===== config.mk =====
export PLATFORM = sky130hd
export DESIGN_NAME = anim_frame_sequencer_flat
export DESIGN_NICKNAME = d
export VERILOG_FILES = /design/src/rtl/anim_frame_sequencer_if.sv /design/src/rtl/anim_frame_sequencer.sv /design/src/flat_wrapper.sv
export SDC_FILE = /design/constraint.sdc
export NUM_CORES = 1
export LEC_CHECK = 0
export ABC_AREA = 1
export CELL_PAD_IN_SITES_DETAIL_PLACEMENT = 1
export CELL_PAD_IN_SITES_GLOBAL_PLACEMENT = 1
export CORE_UTILIZATION = 50
export CTS_BUF_LIST = sky130_fd_sc_hd__clkbuf_4 sky130_fd_sc_hd__clkbuf_8
export CTS_CLUSTER_DIAMETER = 50
export DETAILED_ROUTE_END_ITERATION = 10
export PLACE_DENSITY_LB_ADDON = 0.05
export SYNTH_ARGS = -nofsm -noshare
export SYNTH_HDL_FRONTEND = slang
export SYNTH_SLANG_ARGS = --single-unit

===== constraint.sdc =====
create_clock -name clk -period 4.32 [get_ports clk]
set_input_delay 0.864 -clock clk [delete_from_list [all_inputs] [get_ports clk]]
set_output_delay 0.864 -clock clk [all_outputs]
set_load 0.02 [all_outputs]

===== src/rtl/anim_frame_sequencer_if.sv =====
// Control/status bundle between the board controls and anim_frame_sequencer.
// Build option: none here (ANIM_PINGPONG_EN is consumed by the sequencer).
//   start      1-cycle pulse: (re)start playback
//   stop       1-cycle pulse: abort to idle
//   hold       level: pause while high
//   dir        0 = forward, 1 = reverse (sampled on start)
//   mode       0 one-shot, 1 loop, 2 ping-pong, 3 loop (sampled on start)
//   speed      frame period = BASE_DIV << speed cycles
//   frame_idx  registered frame index to the decoders
//   frame_tick 1-cycle pulse on each frame advance
//   busy       high while running or paused
//   done       1-cycle pulse on one-shot completion
interface anim_frame_sequencer_if #(
    parameter int unsigned FRAME_W = 5
);
    logic               start;
    logic               stop;
    logic               hold;
    logic               dir;
    logic [1:0]         mode;
    logic [2:0]         speed;
    logic [FRAME_W-1:0] frame_idx;
    logic               frame_tick;
    logic               busy;
    logic               done;

    modport master (
        output start, stop, hold, dir, mode, speed,
        input  frame_idx, frame_tick, busy, done
    );

    modport slave (
        input  start, stop, hold, dir, mode, speed,
        output frame_idx, frame_tick, busy, done
    );
endinterface


===== src/rtl/anim_frame_sequencer.sv =====
// Frame index sequencer for the LED animation decoder bank.
// Prescaled frame timing, one-shot / loop / ping-pong playback, forward or
// reverse, pause on hold.
// Build option: define ANIM_PINGPONG_EN to build ping-pong for mode 2;
// without it mode 2 plays exactly as loop.
// Ports:
//   clk    system clock, rising edge
//   rst_n  asynchronous active-low reset
//   bus    anim_frame_sequencer_if slave (controls in, frame/status out)
module anim_frame_sequencer #(
    parameter int unsigned FRAME_W     = 5,
    parameter int unsigned FIRST_FRAME = 0,
    parameter int unsigned LAST_FRAME  = 31,
    parameter int unsigned BASE_DIV    = 50000,
    parameter int unsigned DIV_W       = 32
) (
    input logic                   clk,
    input logic                   rst_n,
    anim_frame_sequencer_if.slave bus
);
    localparam logic [FRAME_W-1:0] FirstIdx = FRAME_W'(FIRST_FRAME);
    localparam logic [FRAME_W-1:0] LastIdx  = FRAME_W'(LAST_FRAME);
    localparam logic [FRAME_W-1:0] IdxOne   = FRAME_W'(1);
    localparam logic [DIV_W-1:0]   CntOne   = DIV_W'(1);

    typedef enum logic [1:0] {StIdle, StRun, StPause, StDone} state_e;

    state_e             state_q, state_d;
    logic [FRAME_W-1:0] idx_q, idx_d;
    logic [DIV_W-1:0]   cnt_q, cnt_d;
    logic [DIV_W-1:0]   period_q, period_d;
    logic               cur_dir_q, cur_dir_d;
    logic [1:0]         mode_q, mode_d;
    logic               tick_q, tick_d;
    logic               done_q, done_d;
    logic               busy;

    function automatic logic [DIV_W-1:0] period_of(input logic [2:0] spd);
        return DIV_W'(BASE_DIV) << spd;
    endfunction

    // Counting happens on any RUN/PAUSE edge where hold is low, so leaving
    // PAUSE resumes the count on the same edge that hold is seen low.
    logic running, frame_end, at_end, one_shot;
    assign running   = ((state_q == StRun) || (state_q == StPause)) && !bus.hold;
    assign frame_end = running && (cnt_q == period_q - CntOne);
    assign at_end    = cur_dir_q ? (idx_q == FirstIdx) : (idx_q == LastIdx);
    assign one_shot  = (mode_q == 2'd0);

    // State register
    always_ff @(posedge clk or negedge rst_n) begin
        if (!rst_n) state_q <= StIdle;
        else        state_q <= state_d;
    end

    // Next state: stop > start > hold
    always_comb begin
        state_d = state_q;
        if (bus.stop) begin
            state_d = StIdle;
        end else if (bus.start) begin
            state_d = StRun;
        end else begin
            unique case (state_q)
                StRun, StPause: begin
                    if (bus.hold)                        state_d = StPause;
                    else if (frame_end && at_end && one_shot) state_d = StDone;
                    else                                 state_d = StRun;
                end
                default: state_d = state_q;
            endcase
        end
    end

    // Outputs
    always_comb begin
        busy = (state_q == StRun) || (state_q == StPause);
    end

    // Datapath next values
    always_comb begin
        idx_d     = idx_q;
        cnt_d     = cnt_q;
        period_d  = period_q;
        cur_dir_d = cur_dir_q;
        mode_d    = mode_q;
        tick_d    = 1'b0;
        done_d    = 1'b0;
        if (bus.stop) begin
            idx_d = FirstIdx;
            cnt_d = '0;
        end else if (bus.start) begin
            mode_d    = bus.mode;
            cur_dir_d = bus.dir;
            period_d  = period_of(bus.speed);
            idx_d     = bus.dir ? LastIdx : FirstIdx;
            cnt_d     = '0;
        end else if (running) begin
            if (frame_end) begin
                cnt_d = '0;
                if (at_end && one_shot) begin
                    done_d = 1'b1;
                end else begin
                    tick_d   = 1'b1;
                    // speed changes take effect from the next frame
                    period_d = period_of(bus.speed);
                    if (!at_end) begin
                        idx_d = cur_dir_q ? idx_q - IdxOne : idx_q + IdxOne;
                    end else begin
`ifdef ANIM_PINGPONG_EN
                        if (mode_q == 2'd2) begin
                            // bounce: end frame shown once, then step back
                            cur_dir_d = ~cur_dir_q;
                            idx_d     = cur_dir_q ? idx_q + IdxOne : idx_q - IdxOne;
                        end else begin
                            idx_d = cur_dir_q ? LastIdx : FirstIdx;
                        end
`else
                        idx_d = cur_dir_q ? LastIdx : FirstIdx;
`endif
                    end
                end
            end else begin
                cnt_d = cnt_q + CntOne;
            end
        end
    end

    always_ff @(posedge clk or negedge rst_n) begin
        if (!rst_n) begin
            idx_q     <= FirstIdx;
            cnt_q     <= '0;
            period_q  <= DIV_W'(BASE_DIV);
            cur_dir_q <= 1'b0;
            mode_q    <= 2'd0;
            tick_q    <= 1'b0;
            done_q    <= 1'b0;
        end else begin
            idx_q     <= idx_d;
            cnt_q     <= cnt_d;
            period_q  <= period_d;
            cur_dir_q <= cur_dir_d;
            mode_q    <= mode_d;
            tick_q    <= tick_d;
            done_q    <= done_d;
        end
    end

    assign bus.frame_idx  = idx_q;
    assign bus.frame_tick = tick_q;
    assign bus.busy       = busy;
    assign bus.done       = done_q;
endmodule

===== src/flat_wrapper.sv =====
// flat-port wrapper written by rule: the top's interface ports become plain ports
module anim_frame_sequencer_flat 
#(
    parameter int unsigned FRAME_W     = 5,
    parameter int unsigned FIRST_FRAME = 0,
    parameter int unsigned LAST_FRAME  = 31,
    parameter int unsigned BASE_DIV    = 50000,
    parameter int unsigned DIV_W       = 32
)
  (clk, rst_n, bus_start, bus_stop, bus_hold, bus_dir, bus_mode, bus_speed, bus_frame_idx, bus_frame_tick, bus_busy, bus_done);
  anim_frame_sequencer_if #(.FRAME_W(FRAME_W)) bus_i ();
  input logic clk;
  input logic rst_n;
  input wire logic [$bits(bus_i.start)-1:0] bus_start;
  input wire logic [$bits(bus_i.stop)-1:0] bus_stop;
  input wire logic [$bits(bus_i.hold)-1:0] bus_hold;
  input wire logic [$bits(bus_i.dir)-1:0] bus_dir;
  input wire logic [$bits(bus_i.mode)-1:0] bus_mode;
  input wire logic [$bits(bus_i.speed)-1:0] bus_speed;
  output wire logic [$bits(bus_i.frame_idx)-1:0] bus_frame_idx;
  output wire logic [$bits(bus_i.frame_tick)-1:0] bus_frame_tick;
  output wire logic [$bits(bus_i.busy)-1:0] bus_busy;
  output wire logic [$bits(bus_i.done)-1:0] bus_done;
  assign bus_i.start = bus_start;
  assign bus_i.stop = bus_stop;
  assign bus_i.hold = bus_hold;
  assign bus_i.dir = bus_dir;
  assign bus_i.mode = bus_mode;
  assign bus_i.speed = bus_speed;
  assign bus_frame_idx = bus_i.frame_idx;
  assign bus_frame_tick = bus_i.frame_tick;
  assign bus_busy = bus_i.busy;
  assign bus_done = bus_i.done;
  anim_frame_sequencer #(.FRAME_W(FRAME_W), .FIRST_FRAME(FIRST_FRAME), .LAST_FRAME(LAST_FRAME), .BASE_DIV(BASE_DIV), .DIV_W(DIV_W)) u_core (.clk(clk), .rst_n(rst_n), .bus(bus_i));
endmodule

* Yosys cells after proc, flatten, opt, wreduce, memory -nomap -nowiden *
Cells that the tools add are included.

cells by class
  reductions and logical operators = 18
  add/sub/neg operators = 4
  shifts and indexed selects = 1
  mux-type cells = 33
  div/mod/pow operators = 0
  bitwise operators = 1
  $mul = 0
  magnitude comparators = 0
  equal/unequal tests = 6

operator list
  kind                   number
  $mux 32                8
  $mux 5                 9
  $add 32x1->32 const B  1
  $eq 32x32->1           1
  $shl 16x3->32 const A  1
  $sub 32x1->32 const B  1
  $mux 1                 11
  $mux 2                 5
  $reduce_bool 3->1      3
  $add 5x1->5 const B    1
  $eq 5x5->1 const B     1
  $logic_and 1x1->1      5
  $logic_not 5->1        1
  $sub 5x1->5 const B    1
  $reduce_and 4->1       1
  $reduce_bool 2->1      2
  $ne 3x3->1 const B     1
  $reduce_and 3->1       1
  $eq 2x1->1 const B     1
  $eq 2x2->1 const B     1
  $logic_not 2->1        1
  $ne 2x2->1 const B     1
  $reduce_and 2->1       1
  $reduce_or 2->1        1
  other kinds (3)        3

storage, ports and cells
  latch bits = 0
  memories kept = 0
  bits in writable memories = 0
  memory bits (read-only) = 0
  input port bits = 11
  register bits = 76

* Depth between registers and ports, before layout *
Gate-level depths: netlist of run 1.

  depth after elaboration = 11
  gate-level depth with buffers = 19

* Worst setup path before layout of run 1 *
No wires, ideal clock.

  path kind = reg-to-reg
  start point = register u_core.period_q[4]
  end point = register u_core.period_q[7]
  path buffers = 1
  data required time = 4203 ps
  setup slack = 2077 ps
  cell stages (with the launch flop) = 19
  arrival time = 2126 ps
  setup time = 117 ps
  cells stage by stage = dfstp_2 inv_1 ha_1 inv_1 nand2_1 nand2_1 nor2_1 nand2_1 nor2_1 nand2_1 nor2_1 nand2_1 nor2_1 nand3_1 nor2_2 nand3_4 buf_2 nand3_1 nand2_1

on the way
  word-level cells in the longest chain between the ends = 5

RTL lines
  what                         line                         RTL
  start, declared              anim_frame_sequencer.sv:31   logic [DIV_W-1:0] period_q, period_d;
  start signal, assigned       anim_frame_sequencer.sv:133  period_q <= DIV_W'(BASE_DIV);
  start signal, assigned       anim_frame_sequencer.sv:141  period_q <= period_d;
  $sub 32x1->32                anim_frame_sequencer.sv:46   assign frame_end = running && (cnt_q == period_q - CntOne);
  $eq 32x32->1                 anim_frame_sequencer.sv:46
  $logic_and 1x1->1            anim_frame_sequencer.sv:46
  $reduce_bool 2->1 (no line)  --
  $reduce_and 4->1 (no line)   --

Every way passes these cells.
A chain may end at the register's enable or synchronous reset.

* Worst setup path in the final report of run 1 *
  start point = input bus_stop
  end point = register u_core.cnt_q[25]

on the way
  word-level cells in the longest chain between the ends = 1
  elaborated cells between the ends (all ways) = 2
  those cells by class = 1 x mux; 1 x reduce/logical

RTL lines
  what                                                    line                         RTL
  start, declared                                         flat_wrapper.sv:15           input wire logic [$bits(bus_i.stop)-1:0] bus_stop;
  $reduce_bool 3->1 (no line) or $mux 32 (tied branches)  --
  end signal, assigned                                    anim_frame_sequencer.sv:140  cnt_q <= cnt_d;
  end, declared                                           anim_frame_sequencer.sv:30   logic [DIV_W-1:0] cnt_q, cnt_d;

Parallel ways exist; a longest one is shown, timed or not.

==> results.md, run 1 <==
- Worst-margin pin slew: 752.0 ps
- Routed vias/inst: 5.374
- CTS resizes: 0
- Setup TNS: 0 ps
- Worst skew pair latency: roughly 350 ps
- Final core utilization: 0.5729
- Power density over the cells: approximately 330 nW/um^2
- Global route overflow: 0
- Number of global-route vias before repair: 4880
- Routed len/inst: 16.24 um
- Post-CTS setup buffers: 0
- Fmax: 324.9 MHz
- Antenna Violating Nets Remaining: 0
- Crit path max fanout: 13
- Crit Reg-Reg Endpoint: u_core.period_q[22]
- Vias: ~4.6k
- Reg2reg start: u_core.period_q[4]
- Skew final: 8.625 ps
- Data arrival, critical path: ~3300 ps
- Diodes inserted: 0
- Die area: between 10000 and 15000 um^2
- Ports: 19
- Largest net degree at the start of global routing: 39
- PortBufs: 18
- WP data required: 4550 ps
- Worst hold path depth: 2
- Num Clock Sinks: 63
- Post-synthesis net count: 733
- DIE HEIGHT: about 100 um
- Final Net Count: 751
- Final Routed Wirelength: 13980 um
- Final worst path period share: 0.7124
- Crit-path slowest cell: clkdlybuf4s50_1
- Number of max-cap violations: 0
- Clk root buf: clkbuf_8
- Reg-to-reg setup timing slack: 1280 ps
- Setup Crit Path Kind: in2reg
- Top cell type by total area after synthesis: dfrtp_1
- Cts bufs inserted: 9
- Placer's final routability congestion estimate: roughly 0.89
- Hold_buf cts: 0
- Area Overhead vs Synth: 10.39%
- Peak supply drop: 0.2669 mV
- Yosys warns: 0
- Mapped Avg Cell Area: just under 7 um^2
- Slowest stage delay, CP: 530 ps
- Setup violations, final: 0
- # rows: 35
- Core box area: 9328 um^2
- Hold Crit Endpoint: u_core.mode_q[0]
- Critical Path Sink Type: flip-flop
- Post-DP HPWL: 10970 um
- Cell Chain, Critical Path: clkdlybuf4s50_1, nor2_1, buf_4, nand2_1, inv_1, nor2_2, nand3_1, nor4_2, nand3_1, xor2_1, nor2_1
- Crit start category: input port
- Clock-pin slew on the worst setup and hold paths: 80 ps
- Slew headroom: 0.4981
- Asr flop ratio synth: 1.000
- Post-Syn Instances: between 700 and 800
- CTS tree: done
- Critical Path Start: bus_stop
- Worst min-delay path class: reg2reg
- Top cell type's share of synthesized area: 0.2946
- Unrepaired setup endpoints after global routing: no
- Number of synthesized flops with an enable pin: 0
- Top_reg_cell synth: dfrtp_1
- Sequential fraction of the synthesis area: 0.3272
- Bufs on Longest Clock Path: 2
- Yosys cell types: 44
- Top cells by area, synth: dfrtp_1 29%, nand2_1 16%, nor2_1 7.4%
- DRC viols: 0
- Mapped cell area: just under 5000 um^2
- Global-route wire length before repair: 23850 um
- Fin. Hold Viols: 0
- Layout cells sized above 1: 0.09426
- CTS H-tree depth: 3
- FF-to-FF path depth: 18
- Post-route minimum period: 3078 ps
- Drt pass-1 iters: 4
- Slew Limit Fails: 0
- Yosys reg bits: 63
- Status: complete, no violations
- Die W: 100.4 um
- Initial Util: 0.5190
- Initial antenna violation count: 0
- Min-Delay Startpoint: u_core.mode_q[0]
- DRT iter0 DRCs: 156
- GRT Resource Usage Total: 0.3044
- Static leakage: 2.613 nW
==> kinds of logic after synthesis <==
logic type	count (synthesis)	share of synthesized area
adder cells (fa/ha/maj)	13	0.03515
AO/OA/AOI/OAI	52	0.06074
flip-flops	63	0.3272
buffers and inverters	103	0.08813
XOR/XNOR	31	0.05764
AND/OR/NAND/NOR	447	0.4311
==> routing by layer <==
metal	track usage	wire (um)	vias to the layer above
met5	0	0	-
met3	0.04178	464	19
met1	0.3893	6282	2263
li1	-	-	2274
met4	0.1014	296	0
met2	0.5295	6939	71
==> placed cells by master (no fill, tap or decap), types with 2 or more instances in the layout <==
cell / netlist / routed
o31ai_1: 2 / 2
nor3_1: 29 / 29
nand2_2: 16 / 16
nand3_4: 3 / 3
clkdlybuf4s50_1: 0 / 17
clkinv_2: 0 / 2
ha_1: 12 / 12
nor3b_1: 2 / 2
o21a_1: 2 / 2
nand3b_1: 4 / 4
o21ai_1: 5 / 5
nor2_2: 5 / 5
dfstp_2: 6 / 6
nand2_1: 202 / 202
nand4_1: 11 / 11
nor2_8: 2 / 2
a21oi_1: 13 / 13
o21ai_2: 2 / 2
clkbuf_8: 0 / 9
xnor2_1: 4 / 4
nand3_1: 57 / 57
xor2_1: 26 / 26
nor2_4: 7 / 7
inv_1: 90 / 90
buf_4: 1 / 2
nor4_1: 4 / 4
nand2_4: 4 / 4
bufinv_16: 0 / 3
o21ai_0: 19 / 19
nor2_1: 96 / 96
a31oi_1: 4 / 4
dfrtp_1: 57 / 57
a21o_1: 2 / 2
==> cell usage after synthesis (6+ instances only) <==
| library cell | n |
|---|---|
| nor2_4 | 7 |
| xor2_1 | 26 |
| ha_1 | 12 |
| inv_1 | 90 |
| nor2_1 | 96 |
| dfrtp_1 | 57 |
| nand3_1 | 57 |
| a21oi_1 | 13 |
| nand2_2 | 16 |
| nand2_1 | 202 |
| nor3_1 | 29 |
| o21ai_0 | 19 |
| dfstp_2 | 6 |
| nand4_1 | 11 |
==> power by group <==
group	total (mW)	switching, mW	internal, mW	leakage (nW)
sequential	0.687	0.0581	0.629	0.834
combinational	0.454	0.297	0.158	1.66
clock	0.637	0.248	0.389	0.124
==> worst max-delay path: cells and delay by family <==
kind	cells	cell delay, ps
xor+xnor	1	170
buf+inv	3	920
simple gates	7	1340
==> area by class of cell <==
type / instances / area (um^2)
clock buffer: 10 / 131.4
fill: 1279 / 3984
multi-input combinational: 543 / 2830
timing repair buffer: 20 / 190.2
sequential: 63 / 1584
clock inverter: 6 / 108.9
inverter: 90 / 337.8
tap: 129 / 161.4
==> worst max-delay path by stage <==
stage | endpoint | depth (start not counted)
5_1_grt | u_core.bus.frame_idx[3] | 15
3_5_place_dp | u_core.cnt_q[25] | 11
6_report | u_core.cnt_q[25] | 11
3_3_place_gp | u_core.cnt_q[25] | 11
2_1_floorplan | u_core.period_q[7] | 18
4_1_cts | u_core.cnt_q[25] | 11
==> sequential cells by signal, indices dropped and copies added, names as in the netlist <==
name	count
u_core.bus.frame_tick	1
u_core.mode_q	2
u_core.period_q	19
u_core.bus.frame_idx	5
u_core.bus.done	1
u_core.cnt_q	32
u_core.cur_dir_q	1
u_core.state_q	2
==> per-stage QoR <==
stage / power, mW / cells / hold WS (ps) / instance area, um^2 / setup WS [ps]
after floorplan: 1.010 / 709 / 442.8 / 4841 / 2077
after global placement: 1.120 / 845 / 462.0 / 5104 / 1059
after detailed placement: 1.148 / 845 / 467.5 / 5104 / 881.4
after CTS: 1.789 / 861 / 485.1 / 5344 / 1236
after global routing: 1.868 / 861 / 508.2 / 5344 / 954.3
final: 1.778 / 861 / 480.8 / 5344 / 1243
(Power assumes the default switching activity.)
==> run 2, diff against run 1 <==
CORE_UTILIZATION = 42   (was 50)
clock period = 2.5 ns   (was 4.32 ns; I/O delays follow)
==> results.md, run 2 (synthesis results as in run 1) <==
- Dpl ws: -203.7 ps (-1085 ps)
- Uppermost layer routed: met4
- Initial Util: 0.4389 (-0.08012)
- Fillers: 1400 (+9.5%)
- Critical Path Sink Type: flip-flop
- Setup ws final: -166.1 ps (-1409 ps)
- Worst skew pair latency: 370 ps (+20 ps)
- Global-route wire length before repair: 25830 um (+8.3%)
- Num Clock Sinks: 63 (unchanged)
- Max FFs per register: 32 (unchanged)
- Crit-path slowest cell: dfstp_2
- Most frequent CP cell: nand2_1
- Slew headroom: 0.5379 (+0.03978)
- Peak supply drop: 0.3632 mV (+36%)
- Global route overflow: 0 (unchanged)
- Die W: 109.4 um (+8.9%)
- Routed vias/inst: 5.350 (-0.45%)
- Antenna Violating Nets Remaining: 0 (unchanged)
- Met1 WL: 7168 um (+14%)
- Fin. Hold Viols: 0 (unchanged)
- Placed instance count: 891 (+5.4%)
- Slowest stage delay, CP: 540 ps (about the same)
- Layout cells sized above 1: 0.2304 (+0.1361)
- Worst min-delay path class: in2async
- PortBufs: 18 (unchanged)
- Setup violations, final: 27 (+27)
- DRC viols: 0 (unchanged)
- Fin cells: 917 (+6.5%)
- Core box area: 11030 um^2 (+18%)
- Status: finished, violations left
- Crit path max fanout: 5 (-8)
- Final worst path period share: 1.066
- Number of max-cap violations: 0 (unchanged)
- Ports: 19 (unchanged)
- Cts bufs inserted: 9 (unchanged)
- Skew final: 9.855 ps (+1.230 ps)
- Final Routed Wirelength: 16400 um (+17%)
- Placer's final routability congestion estimate: 0.8793 (-1.6%)
- Met3 wire length: 475 um (+2.4%)
- FF-to-FF path depth: 19 (+1)
- Clk root buf: clkbuf_8
- Final Net Count: 796 (+6.0%)
- # rows: 38 (+8.6%)
- Diodes inserted: 0 (unchanged)
- Setup Crit Path Kind: reg2reg
- Largest net degree at the start of global routing: 39 (unchanged)
- Post-DP HPWL: 11750 um (+7.1%)
- Hold_buf cts: 0 (unchanged)
- CTS H-tree depth: 3 (unchanged)
- Cell Chain, Critical Path: inv_2, ha_4, inv_2, nand2_1, nand2_1, nor2_2, nand2_1, nor2_1, nand2_1, nor2_1, nand2_1, nor2_2, nand3_2, nor2_4, nand3_4, buf_12, buf_16, nand3_2, nand2_1
- Unrepaired setup endpoints after global routing: yes
- Clock-pin slew on the worst setup and hold paths: 70 ps (about the same)
- Routed len/inst: 17.88 um (+10%)
- Violated checks: setup timing
- WP depth: 19 (+8)
- Post-route minimum period: between 2000 and 3000 ps
- Vias: 4906 (+6.0%)
- GRT Resource Usage Total: 0.2904 (-0.01401)
- Drt pass-1 iters: 4 (unchanged)
- Crit start category: flip-flop
- Commonest non-fill, non-tap cell in the layout: nand2_1
- Bufs on Longest Clock Path: 2 (unchanged)
- DRT iter0 DRCs: 171 (+9.6%)
- Slew Limit Fails: 0 (unchanged)
- Fmax: around 380 MHz
- Static leakage: 2.916 nW (+12%)
- Number of global-route vias before repair: 5164 (+5.8%)
- WP buf/inv: 4 (+1)
- CTS tree: done
- WL met2: 8302 um (+20%)
- Die area: 11960 um^2 (+19%)
- Most flops, register: u_core.cnt_q
- Cell family with most CP delay: simple AND/OR/NAND/NOR gates
- Initial antenna violation count: 0 (unchanged)
- WP data required: 2760 ps (-1790 ps)
- Commonest cells after routing, fill and taps aside: 191 x nand2_1, 88 x inv_1, 75 x nor2_1, 57 x dfrtp_1, 40 x nand3_1
- Worst-margin pin slew: 693.2 ps (-58.84 ps)
- DIE HEIGHT: 109.4 um (+8.9%)
- Power density over the cells: 494.8 nW/um^2 (+49%)
- Data arrival, critical path: 2920 ps (-380 ps)
- Area Overhead vs Synth: 27.16%
## run 2: what timing repair did
item / 4_1_cts / 5_1_grt
buffers inserted: 4 / 2
endpoints found under the hold margin: 0 / 0
gates cloned: 4 / 1
pin swaps: 25 / 18
setup endpoints to repair: 30 / 59
resized for setup: 32 / 71
## run 2: metrics by stage
step	hold WS (ps)	total power, mW	cell area, um^2	utilization	TNS (ps)
finish	163.7	3.046	6156	0.5581	-3079
global placement	458.7	2.006	5393	0.4889	-2917
floorplan	204.4	1.745	4841	-	0
global route	216.5	3.207	6156	0.5581	-10060
CTS	170.6	2.993	5867	0.5319	-1994
detailed placement	468.2	2.040	5393	0.4889	-3988
## run 2: metal layers
layer | up-vias | global-route usage
li1 | 2376 | -
met1 | 2424 | 0.3409
met2 | 76 | 0.5193
met3 | 30 | 0.06283
met4 | 0 | 0.1038
met5 | - | 0
## run 2: final timing paths
path | startpoint | end | slack (ps)
max in group asynchronous | rst_n | u_core.cnt_q[7] | 1660
hold / removal | rst_n | u_core.period_q[18] | 160
min in group clk | u_core.mode_q[1] | u_core.mode_q[1] | 520
setup reg to reg | u_core.period_q[4] | u_core.period_q[7] | -170
hold reg to reg | u_core.mode_q[1] | u_core.mode_q[1] | 520
setup / recovery | u_core.period_q[4] | u_core.period_q[7] | -170
## run 2: final cells by class
class | count | area (um^2) | area share
inverter | 90 | 337.8 | 0.05488
timing repair buffer | 64 | 668.1 | 0.1085
tap | 140 | 175.2 | 0.02846
multi-input combinational | 544 | 3193 | 0.5187
clock inverter | 4 | 45.04 | 0.007317
sequential | 63 | 1584 | 0.2573
clock buffer | 12 | 152.6 | 0.02480
## run 2: worst reg2reg max path: stages, from the launching register on
cell	delay, ps
dfstp_2	540
inv_2	50
ha_4	260
inv_2	30
nand2_1	50
nand2_1	60
nor2_2	130
nand2_1	90
nor2_1	120
nand2_1	90
nor2_1	100
nand2_1	70
nor2_2	130
nand3_2	90
nor2_4	180
nand3_4	150
buf_12	170
buf_16	130
nand3_2	50
nand2_1	60
## run 2: power by group
group | leakage [nW] | switching [mW] | internal, mW
clock network | 0.107 | 0.435 | 0.505
registers | 0.834 | 0.0931 | 1.09
logic | 1.98 | 0.580 | 0.346
total | 2.92 | 1.11 | 1.94
==> run 3, diff against run 2 <==
CAP_MARGIN = 20   (was unset)
==> results of run 3 <==
Same layout as run 2: the final DEF is identical, and so are final timing and power.
